### src/rtl/seven_seg_scan_ctrl.sv
// ---------------------------------------------------------------------------
// seven_seg_scan_ctrl
//
// Time-multiplexed scan controller for NUM_DIGITS common-anode digits that
// share one hex-to-seven-segment decoder. Each digit is preceded by an
// all-dark blanking gap so the segment lines can settle without ghosting.
// New display values enter a shadow register through a valid/ready
// handshake. They are copied to the active register only at a frame
// boundary, so one frame never mixes old and new digits.
//
// Ports
//   clk          system clock
//   rst          synchronous active-high reset
//   enable       scan enable; low keeps the display dark
//   value        packed nibbles, nibble i = value[4i+3:4i]
//   dp_in        per-digit decimal-point request, captured with value
//   value_valid  load request
//   value_ready  shadow register empty (a load is accepted on valid&&ready)
//   lz_suppress  leading-zero suppression, sampled live
//   hex          nibble to the shared decoder
//   an           anode enables, active-low
//   dp           decimal point, active-low
//   digit_idx    index of the selected digit
//   frame_done   one-cycle pulse after the last digit's SHOW phase
// ---------------------------------------------------------------------------
module seven_seg_scan_ctrl #(
   parameter int NUM_DIGITS   = 4,
   parameter int DIGIT_CYCLES = 100000,
   parameter int BLANK_CYCLES = 2000
) (
   input  logic                          clk,
   input  logic                          rst,
   input  logic                          enable,
   input  logic [4*NUM_DIGITS-1:0]       value,
   input  logic [NUM_DIGITS-1:0]         dp_in,
   input  logic                          value_valid,
   output logic                          value_ready,
   input  logic                          lz_suppress,
   output logic [3:0]                    hex,
   output logic [NUM_DIGITS-1:0]         an,
   output logic                          dp,
   output logic [$clog2(NUM_DIGITS)-1:0] digit_idx,
   output logic                          frame_done
);

   localparam int IW   = $clog2(NUM_DIGITS);
   localparam int MAXC = (DIGIT_CYCLES > BLANK_CYCLES) ? DIGIT_CYCLES : BLANK_CYCLES;
   localparam int CW   = (MAXC > 1) ? $clog2(MAXC) : 1;
   localparam logic [CW-1:0] BLANK_LAST = CW'(BLANK_CYCLES - 1);
   localparam logic [CW-1:0] DIGIT_LAST = CW'(DIGIT_CYCLES - 1);
   localparam logic [IW-1:0] LAST_IDX   = IW'(NUM_DIGITS - 1);

   typedef enum logic [1:0] {IDLE, BLANK, SHOW} state_e;

   state_e                       state_q, state_d;
   logic [CW-1:0]                cnt_q, cnt_d;
   logic [IW-1:0]                idx_q, idx_d;
   logic [NUM_DIGITS-1:0][3:0]   active_q, active_d;
   logic [NUM_DIGITS-1:0]        dp_act_q, dp_act_d;
   logic [NUM_DIGITS-1:0][3:0]   shadow_q;
   logic [NUM_DIGITS-1:0]        shadow_dp_q;
   logic                         shadow_full_q, shadow_full_d;
   logic                         boundary;
   logic                         accept;
   logic                         xfer;

   logic [NUM_DIGITS-1:0]        an_q, an_d;
   logic                         dp_q, dp_d;
   logic [3:0]                   hex_q, hex_d;
   logic                         ready_q;
   logic                         frame_done_q;

   logic [NUM_DIGITS-1:1]        nib_zero;
   logic [NUM_DIGITS-1:0]        lz_blank;
   logic                         zero_run;

   // ---------------- sequencing FSM ----------------
   always_comb begin
      state_d  = state_q;
      cnt_d    = cnt_q + 1'b1;
      idx_d    = idx_q;
      boundary = 1'b0;
      if (!enable) begin
         state_d = IDLE;
         cnt_d   = '0;
         idx_d   = '0;
      end else begin
         case (state_q)
            IDLE: begin
               state_d = BLANK;
               cnt_d   = '0;
               idx_d   = '0;
            end
            BLANK: begin
               if (cnt_q == BLANK_LAST) begin
                  state_d = SHOW;
                  cnt_d   = '0;
               end
            end
            SHOW: begin
               if (cnt_q == DIGIT_LAST) begin
                  state_d = BLANK;
                  cnt_d   = '0;
                  if (idx_q == LAST_IDX) begin
                     idx_d    = '0;
                     boundary = 1'b1;
                  end else begin
                     idx_d = idx_q + 1'b1;
                  end
               end
            end
            default: begin
               state_d = IDLE;
               cnt_d   = '0;
               idx_d   = '0;
            end
         endcase
      end
   end

   // ---------------- handshake / shadow transfer ----------------
   // accept and xfer are mutually exclusive: accept needs an empty shadow,
   // xfer needs a full one, both judged at the start of the cycle.
   assign accept = value_valid && ready_q;
   assign xfer   = shadow_full_q && (boundary || (state_q == IDLE));

   always_comb begin
      shadow_full_d = shadow_full_q;
      if (accept) begin
         shadow_full_d = 1'b1;
      end else if (xfer) begin
         shadow_full_d = 1'b0;
      end
      active_d = xfer ? shadow_q    : active_q;
      dp_act_d = xfer ? shadow_dp_q : dp_act_q;
   end

   // ---------------- leading-zero suppression ----------------
   // Outputs are registered from next-state values, so the zero test looks
   // at active_d; a freshly transferred value is judged correctly on the
   // first cycle of its frame.
   for (genvar gi = 1; gi < NUM_DIGITS; gi++) begin : g_nib_zero
      assign nib_zero[gi] = (active_d[gi] == 4'h0);
   end

   always_comb begin
      zero_run = 1'b1;
      lz_blank = '0;
      for (int i = NUM_DIGITS - 1; i >= 1; i--) begin
         zero_run    = zero_run & nib_zero[i];
         lz_blank[i] = lz_suppress & zero_run;
      end
   end

   // ---------------- output decode (next-state) ----------------
   always_comb begin
      an_d  = '1;
      dp_d  = 1'b1;
      hex_d = active_d[idx_d];
      if ((state_d == SHOW) && !lz_blank[idx_d]) begin
         an_d[idx_d] = 1'b0;
         dp_d        = ~dp_act_d[idx_d];
      end
   end

   always_ff @(posedge clk) begin
      if (rst) begin
         state_q       <= IDLE;
         cnt_q         <= '0;
         idx_q         <= '0;
         active_q      <= '0;
         dp_act_q      <= '0;
         shadow_q      <= '0;
         shadow_dp_q   <= '0;
         shadow_full_q <= 1'b0;
         an_q          <= '1;
         dp_q          <= 1'b1;
         hex_q         <= 4'h0;
         ready_q       <= 1'b1;
         frame_done_q  <= 1'b0;
      end else begin
         state_q       <= state_d;
         cnt_q         <= cnt_d;
         idx_q         <= idx_d;
         active_q      <= active_d;
         dp_act_q      <= dp_act_d;
         shadow_full_q <= shadow_full_d;
         if (accept) begin
            shadow_q    <= value;
            shadow_dp_q <= dp_in;
         end
         an_q          <= an_d;
         dp_q          <= dp_d;
         hex_q         <= hex_d;
         ready_q       <= ~shadow_full_d;
         frame_done_q  <= boundary;
      end
   end

   assign an          = an_q;
   assign dp          = dp_q;
   assign hex         = hex_q;
   assign digit_idx   = idx_q;
   assign value_ready = ready_q;
   assign frame_done  = frame_done_q;

endmodule
### config.mk
export PLATFORM = sky130hd
export DESIGN_NAME = seven_seg_scan_ctrl
export DESIGN_NICKNAME = d
export VERILOG_FILES = /design/src/rtl/seven_seg_scan_ctrl.sv
export SDC_FILE = /design/constraint.sdc
export NUM_CORES = 1
export LEC_CHECK = 0
export ABC_AREA = 0
export ABC_CLOCK_PERIOD_IN_PS = 3000
export BUFFER_PORTS_ARGS = -buffer_cell sky130_fd_sc_hd__buf_2
export CELL_PAD_IN_SITES_DETAIL_PLACEMENT = 0
export CELL_PAD_IN_SITES_GLOBAL_PLACEMENT = 1
export CORE_MARGIN = 2
export CORE_UTILIZATION = 44
export DETAILED_ROUTE_END_ITERATION = 10
export PLACE_DENSITY = 0.85
export SYNTH_ARGS = -nofsm -noshare
export SYNTH_HDL_FRONTEND = slang
export SYNTH_SLANG_ARGS = --single-unit
export TNS_END_PERCENT = 10
### constraint.sdc
create_clock -name clk -period 3 [get_ports clk]
set_input_delay 0.3 -clock clk [delete_from_list [all_inputs] [get_ports clk]]
set_output_delay 0.3 -clock clk [all_outputs]
set_load 0.02 [all_outputs]
After elaboration in Yosys (flattened, before gate mapping)
Index checks and enable logic that the tools add are counted.
Widths: inputs -> output; s select.
Storage, ports and cells
  output and inout bits: 13
  input bits: 25
  register bits after elaboration: 73
Cells by class
  bitwise operators: 10
  add/subtract/negate cells: 2
  reduce and logical (&&, ||, !) cells: 12
  muxes and demuxes: 27
  $lt $le $gt $ge: 2
  eq/ne operators: 6
Operator list (number)
  $mux 17: 2
  $pmux 17 s2: 1
  $add 17x1->17 const B: 1
  $eq 17x11->1 const B: 1
  $eq 17x17->1 const B: 1
  $mux 16: 1
  $logic_not 4->1: 3
  $mux 2: 6
  $mux 1: 9
  $bmux 4 s2: 1
  $mux 4: 2
  $eq 2x2->1 const B: 3
  $pmux 2 s3: 1
  $and 1x1->1: 5
  $bmux 1 s2: 2
  $logic_and 1x1->1: 4
  $not 1->1: 4
  $not 4->4: 1
  $pmux 2 s2: 1
  $reduce_or 2->1: 2
  $lt 2x3->1 const B: 1
  $add 2x1->2 const B: 1
  $demux 1 s2: 1
  $eq 2x1->1 const B: 1
  4 further kinds: 4

Longest topological paths before layout
Gate-level depths: netlist of the first run.
  depth in word-level cells: 18
  mapped depth: 11
  gate-level depth less buffers: 9

Worst setup path after synthesis of the first run
No wires, ideal clock.
  kind: reg-to-reg
  from: register cnt_q[0]
  to: register hex_q[0], in the netlist hex[0]
  arrival: 2026 ps
  path buffers: 2
  cell stages (with the launch flop): 11
  setup time: 127 ps
  slack: 846 ps
  data required time: 2873 ps
  cells stage by stage: dfxtp_1 ha_1 and3_1 and3_1 buf_6 a21o_1 and3_4 buf_6 mux4_2 nand2_1 o21ai_1
Between the ends
  longest elaborated chain between the ends: 9
Ends and longest elaborated chain
  start, declared: RTL line 56  | logic [CW-1:0] cnt_q, cnt_d;
  start signal, assigned: RTL line 183  | cnt_q <= cnt_d;
  $eq 17x17->1 *: RTL line 101  | if (cnt_q == DIGIT_LAST) begin
  $mux 1: RTL line 101
  $mux 1: RTL line 88  | case (state_q)
  $mux 1: RTL line 83  | if (!enable) begin
  $logic_or 1x1->1: RTL line 125  | assign xfer = shadow_full_q && (boundary || (state_q == IDLE));
  $logic_and 1x1->1: RTL line 125
  $mux 16: RTL line 134  | active_d = xfer ? shadow_q : active_q;
  $bmux 4 s2 *: RTL line 159  | hex_d = active_d[idx_d];
  $mux 4 (not written as such) *: RTL line 159
  end signal, assigned: RTL line 178  | hex_q <= 4'h0;
  end signal, assigned: RTL line 194  | hex_q <= hex_d;
  end, declared: RTL line 69  | logic [3:0] hex_q, hex_d;
Every way passes the cells marked *; elsewhere a longest branch is shown, timed or not. The select of a mux whose other input is x is not followed.
A chain may end at the register's enable or synchronous reset.

Final worst setup path of the first run
  from: register cnt_q[0]
  to: register dp_q, in the netlist dp
Between the ends
  longest elaborated chain between the ends: 17
Ends and longest elaborated chain
  $eq 17x17->1: RTL line 101
  $mux 1: RTL line 101
  $mux 1: RTL line 88
  $mux 1: RTL line 83
  $logic_or 1x1->1: RTL line 125
  $logic_and 1x1->1: RTL line 125
  $mux 16: RTL line 134
  $logic_not 4->1: RTL line 143  | assign nib_zero[gi] = (active_d[gi] == 4'h0);
  $and 1x1->1 (2 in series): RTL line 150  | zero_run = zero_run & nib_zero[i];
  $and 1x1->1: RTL line 151  | lz_blank[i] = lz_suppress & zero_run;
  $bmux 1 s2: RTL line 160  | if ((state_d == SHOW) && !lz_blank[idx_d]) begin
  $mux 1 (not written as such): RTL line 160
  $logic_not 1->1: RTL line 160
  $logic_and 1x1->1: RTL line 160
  $not 1->1 (no source line)
  $reduce_or 2->1 (no source line)
  end signal, assigned: RTL line 193  | dp_q <= dp_d;
  end, declared: RTL line 68  | logic dp_q, dp_d;
Parallel ways exist; a longest one is shown, timed or not. The select of a mux whose other input is x is not followed.

==> impl_metrics.toml, run 1 <==
[run_status]
outcome = "complete, no violations"

[floorplanning]
dieArea_um2 = 7820
core_um2 = 6830
row_count = 30
die_w_um = 88.4
die_y_um = 88.4
pin_count = 38
initial_utilization = 0.459

[power]
p_leak_nw = 1.52
switching_share = 0.241
internal-power_mw = 1.46
p_total_mw = 1.92
power.density_nw_per_um2 = 537
power.share.combinational = 0.065
ir_drop_v = 0.000387
p_sw_uw = 464
power_frac_clock = 0.409
p_seq_frac = 0.526

[min_path]
hp-class = "primary input to flip-flop"
min_from = "value[2]"
holdPathStages = 3
hold_path_end = "shadow_q[2]"

[cts]
ctsHoldBuffers = 0
cts_sinks = 73
clk_pin_slew_ns = 0.08
postCtsSetupBuffers = 0
numCtsBuffers = 9
cts_max_path_buffers = 2
cts_root_buffer = "clkbuf_8"
cts_tree = "yes"
cts_max_level = 3
ctsResizeCount = 0
clk_latency_ns = 0.35

[sta]
rsz0062_at_grt = "no"
fin_worst_skew_ns = 0.0124
slew_violations = 0
finalHoldViolations = 0
setup_violations = 0
tightestPinTransition_ns = 0.709
setup_tns_ns = 0
fmax_mhz = 396
maxSlewHeadroom = 0.526
post-route-period-util = 0.843
period_minus_slack_ns = 2.53
worst_slack_ns = 0.472

[routing]
via_count = 2460
ant_nets = 0
wl_per_cell_um = 13.7
viasPerCell = 5.14
drc_errors = 0
drtPass1Iterations = 4
first_iter_violations = 162
routed_wl_um = 6580

[yosys]
yosys-top-cells-area = "dfxtp_1 (47%), nand2_1 (7.3%), mux2i_1 (6.7%)"
synth.largest_area_cell = "dfxtp_1"
syn_inst = 346
synth_edf_count = 0
synth_flop_cell = "dfxtp_1"
synth_warnings = 0
yosysSeqAreaShare = 0.466
synth_cell_types = 53
async_flop_share = 0
syn_avg_cell_area_um2 = 9.06
synth_top_area_frac = 0.466
yosys_register_bits = 73
syn_nets = 377
syn_area_um2 = 3140

[critical_path]
end_kind = "flip-flop"
r2r_slack_ns = 0.47
crit_required_ns = 3.21
r2r-end = "dp"
cp_max_fo = 30
start_kind = "flip-flop"
arrival_ns = 2.74
rr_startpoint = "cnt_q[0]"
critPathKind = "flip-flop to flip-flop"
r2r_cells = 9

[layout]
antenna_cells = 0
area_growth_pct = 14.1
num-fill-cells = 658
regArea_um2 = 1460
drive_gt1_frac = 0.180
multi_input_area_um2 = 1560
nets = 409

[global_routing]
grt_pass1_wl_um = 11000
antenna_found_initial = 0
first_global_vias = 2293
grt_use_total = 0.182
grt_start_max_net_pins = 50
gr-total-overflow = 0

[placement]
dp_slack_ns = 0.530
portBuffers = 37
place_hpwl_um = 4670
gp_congestion = 0.919

[run]
drv_cap = 0
-- critical path: stages, from the launching register on --
cell and delay, ns:
dfxtp_1 0.33, ha_1 0.22, and3_1 0.23, and3_1 0.29, a32oi_2 0.31, buf_12 0.25
mux2i_1 0.21, o22ai_1 0.12, a41oi_2 0.31, nand4_1 0.12
-- cell type report --
class | count | area share
clock buffer | 11 | 0.0395
tap | 96 | 0.0336
multi-input combinational | 249 | 0.435
timing repair buffer | 39 | 0.0594
sequential | 73 | 0.408
clock inverter | 5 | 0.0178
inverter | 6 | 0.00629
-- cell families (layout without fill, tap and decap cells) --
logic type                 Yosys count  in the layout  share of synthesized area
AOI/OAI and AO/OA                   46             46                     0.0974
xor gates and xnor gates            15             15                     0.0419
adders and majority gates            6              6                     0.0239
buffers and inverters               24             61                     0.0375
DFF                                 73             73                      0.466
muxes                               24             24                     0.0886
and+or+nand+nor                    158            158                      0.245
-- worst max path at each step --
| stage | cells after the start | slack [ns] | startpoint | endpoint |
|---|---|---|---|---|
| global placement | 9 | 0.62 | cnt_q[0] | dp |
| global route | 8 | 0.25 | state_q[1] | an[0] |
| floorplan | 10 | 0.85 | cnt_q[0] | hex[0] |
| finish | 9 | 0.47 | cnt_q[0] | dp |
| detailed placement | 9 | 0.53 | cnt_q[0] | dp |
| CTS | 9 | 0.51 | cnt_q[0] | dp |
-- stage by stage --
stage | instance area [um2] | util | instances | hold slack [ns]
4_1_cts | 3580 | 0.524 | 479 | 0.164
3_3_place_gp | 3370 | 0.494 | 463 | 0.431
2_1_floorplan | 3140 | - | 346 | 0.376
5_1_grt | 3580 | 0.524 | 479 | 0.171
3_5_place_dp | 3370 | 0.494 | 463 | 0.446
6_report | 3580 | 0.524 | 479 | 0.185
-- per-layer routing --
metal	global-route usage	share of wire
met1	0.249	0.48
met2	0.275	0.46
met3	0.0373	0.038
met4	0.0882	0.015
met5	0	0
-- power groups by stage --
stage	logic [mW]	clock network, mW	registers (mW)
4_1_cts	0.125	0.813	1.01
6_report	0.125	0.787	1.01
5_1_grt	0.139	0.851	1.01
3_3_place_gp	0.123	0	1.03
2_1_floorplan	0.0850	0	1.03
3_5_place_dp	0.125	0	1.03
-- sequential cells by signal, indices dropped and copies added, names as in the netlist --
register       cells
state_q            2
active_q          16
cnt_q             17
shadow_full_q      1
value_ready        1
shadow_q          16
digit_idx          2
dp                 1
hex                4
frame_done         1
an                 4
shadow_dp_q        4
dp_act_q           4
-- synthesized netlist by cell type, types with 2 or more instances --
cell and number:
a21o_1 2, a21oi_1 23, a31oi_1 3, and3_1 6, buf_2 4, buf_6 2
clkbuf_1 9, dfxtp_1 73, ha_1 6, inv_1 6, mux2i_1 21, mux4_2 3
nand2_1 61, nand3_1 15, nand4_1 5, nor2_1 44, nor2b_1 2, nor4_1 6
o21ai_0 2, o21ai_1 3, o22a_1 3, or2_2 2, or4_1 2, xnor2_1 7
xor2_1 8
-- cell usage in the layout, fill, tap and decap left out, types with 5 or more instances in the layout --
cell      instances
nand2_1          61
xnor2_1           7
mux2i_1          21
clkbuf_8         10
a21oi_1          23
ha_1              6
buf_2            37
dfxtp_1          73
nor2_1           44
and3_1            6
nand4_1           5
xor2_1            8
nor4_1            6
inv_1             6
nand3_1          15
No activity file was read; power rests on OpenSTA's default activity.
==> inputs of run 2 (changes only) <==
--- a/config.mk
+++ b/config.mk
@@ -6,14 +6,14 @@
 export NUM_CORES = 1
 export LEC_CHECK = 0
 export ABC_AREA = 0
-export ABC_CLOCK_PERIOD_IN_PS = 3000
+export ABC_CLOCK_PERIOD_IN_PS = 2200
 export BUFFER_PORTS_ARGS = -buffer_cell sky130_fd_sc_hd__buf_2
 export CELL_PAD_IN_SITES_DETAIL_PLACEMENT = 0
 export CELL_PAD_IN_SITES_GLOBAL_PLACEMENT = 1
 export CORE_MARGIN = 2
-export CORE_UTILIZATION = 44
+export CORE_UTILIZATION = 39
 export DETAILED_ROUTE_END_ITERATION = 10
-export PLACE_DENSITY = 0.85
+export PLACE_DENSITY = 0.8
 export SYNTH_ARGS = -nofsm -noshare
 export SYNTH_HDL_FRONTEND = slang
 export SYNTH_SLANG_ARGS = --single-unit
==> constraint.sdc (replaced) <==
create_clock -name clk -period 2.2 [get_ports clk]
set_input_delay 0.22 -clock clk [delete_from_list [all_inputs] [get_ports clk]]
set_output_delay 0.22 -clock clk [all_outputs]
set_load 0.02 [all_outputs]
==> run 2 against run 1 <==
  * Utilization up 0.45 points
  * Via count up 8.3%
  * Clock-buffer cell count unchanged
  * Final cell count up 11%
==> impl_metrics.toml, run 2 (synthesis results as in run 1) <==
[layout]
multi_input_area_um2 = 1710
fin_util = 0.528
largest_reg_flops = 17
max_flop_register = "cnt_q"
regArea_um2 = 1470
final_cell_count_no_fill = 530
nets = 454
drive_gt1_frac = 0.311
largestRegisters = "cnt_q: 17 flops, active_q: 16 flops, shadow_q: 16 flops"
mostFrequentLayoutCells = "dfxtp_1 (68), nand2_1 (60), buf_4 (44)"
num-fill-cells = 754
area_growth_pct = 30.9
antenna_cells = 0
layout_commonest_cell = "dfxtp_1"

[critical_path]
r2r_slack_ns = 0.02
cp_slowest_cell = "o21ai_0"
rr_startpoint = "cnt_q[14]"
r2r_cells = 7
path_cells = "nor4_4, and3_4, nand4_4, and3_4, o21ai_0, o22a_1, o21ai_1"
critPathKind = "flip-flop to flip-flop"
crit_required_ns = 2.43
cp_max_fo = 8
critPathMaxStageDelay_ns = 0.44
arrival_ns = 2.41
setup.worst_path.end = "hex[0]"
end_kind = "flip-flop"
startpoint = "cnt_q[14]"
crit_path_frequent_cell = "and3_4"
start_kind = "flip-flop"
r2r-end = "hex[0]"

[run]
drv_cap = 0

[cts]
cts_root_buffer = "clkbuf_8"
numCtsBuffers = 9
cts_tree = "yes"
cts_max_level = 3
clk_latency_ns = 0.36
cts_sinks = 73
clk_pin_slew_ns = 0.09
cts_max_path_buffers = 2

[floorplanning]
core_um2 = 7770
die_w_um = 93.7
pin_count = 38
dieArea_um2 = 8770
row_count = 32
initial_utilization = 0.404
die_y_um = 93.7

[routing]
viasPerCell = 5.02
first_iter_violations = 106
routed_wl_um = 7290
wl_per_cell_um = 13.8
drc_errors = 0
via_count = 2663
drtPass1Iterations = 4
ant_nets = 0

[sta]
holdWs_ns = 0.0918
tightestPinTransition_ns = 0.709
fmax_mhz = 458
setup_violations = 0
slew_violations = 0
maxSlewHeadroom = 0.526
period_minus_slack_ns = 2.18
post-route-period-util = 0.992
finalHoldViolations = 0
fin_worst_skew_ns = 0.0140
rsz0062_at_grt = "yes"

[run_status]
outcome = "complete, no violations"

[placement]
place_hpwl_um = 5140
portBuffers = 37
gp_congestion = 0.833
place_inst = 510

[global_routing]
grt_pass1_wl_um = 12000
grt_use_total = 0.176
first_global_vias = 2500
gr-total-overflow = 0
antenna_found_initial = 0
grt_start_max_net_pins = 50

[power]
p_leak_nw = 1.78
power.density_nw_per_um2 = 653
p_total_mw = 2.68
ir_drop_v = 0.000309

[min_path]
hp-class = "primary input to flip-flop"
holdPathStages = 3
-- run 2: worst max-delay path, delay by kind of cell, from the launching register on --
kind,cells,cell delay (ns)
AND/OR/NAND/NOR,4,0.96
AO/OA/AOI/OAI,3,0.75
flip-flops,1,0.34
-- run 2: where the power goes --
group	internal, mW	switching (mW)
Combinational	0.0863	0.104
Sequential	1.35	0.0270
Clock	0.594	0.516
Total	2.03	0.647
-- run 2: layout make-up --
cell class              instances  share of cell area
clock buffers                  11              0.0369
clock inverters                 5              0.0149
inverters                       6             0.00549
multi-input cells             249               0.417
flip-flops and latches         73               0.358
well taps                     102              0.0311
repair buffers                 84               0.136
-- run 2: how the worst min path moves through the flow --
| stage | to | from | slack [ns] |
|---|---|---|---|
| after detailed placement | shadow_dp_q[2] | shadow_dp_q[2] | 0.45 |
| final | shadow_q[10] | value[10] | 0.09 |
| after floorplan | frame_done | rst | 0.30 |
| after global routing | shadow_q[2] | value[2] | 0.08 |
| after global placement | shadow_dp_q[0] | shadow_dp_q[0] | 0.45 |
| after CTS | shadow_q[10] | value[10] | 0.09 |
-- run 2: what timing repair did --
| action | CTS | global route |
|---|---|---|
| setup buffers | 0 | 4 |
| hold buffers | 0 | 0 |
| pin swaps | 2 | 14 |
| endpoints found under the setup margin | 21 | 22 |
| gates resized for setup | 9 | 27 |
-- run 2: per-stage QoR --
step                setup WS, ns  area (um2)  setup TNS, ns
floorplan                 0.0464        3140              0
global placement          -0.201        3690          -1.24
detailed placement        -0.195        3690          -1.39
CTS                       0.0251        3940              0
global route              -0.126        4100         -0.530
finish                    0.0167        4100              0
-- run 2: metal layers --
metal | up-vias | global-route usage | wire (um)
met5 | - | 0 | 0
met2 | 56 | 0.254 | 3170
met1 | 1242 | 0.252 | 3690
met4 | 0 | 0.0882 | 122
li1 | 1355 | - | -
met3 | 10 | 0.0337 | 308
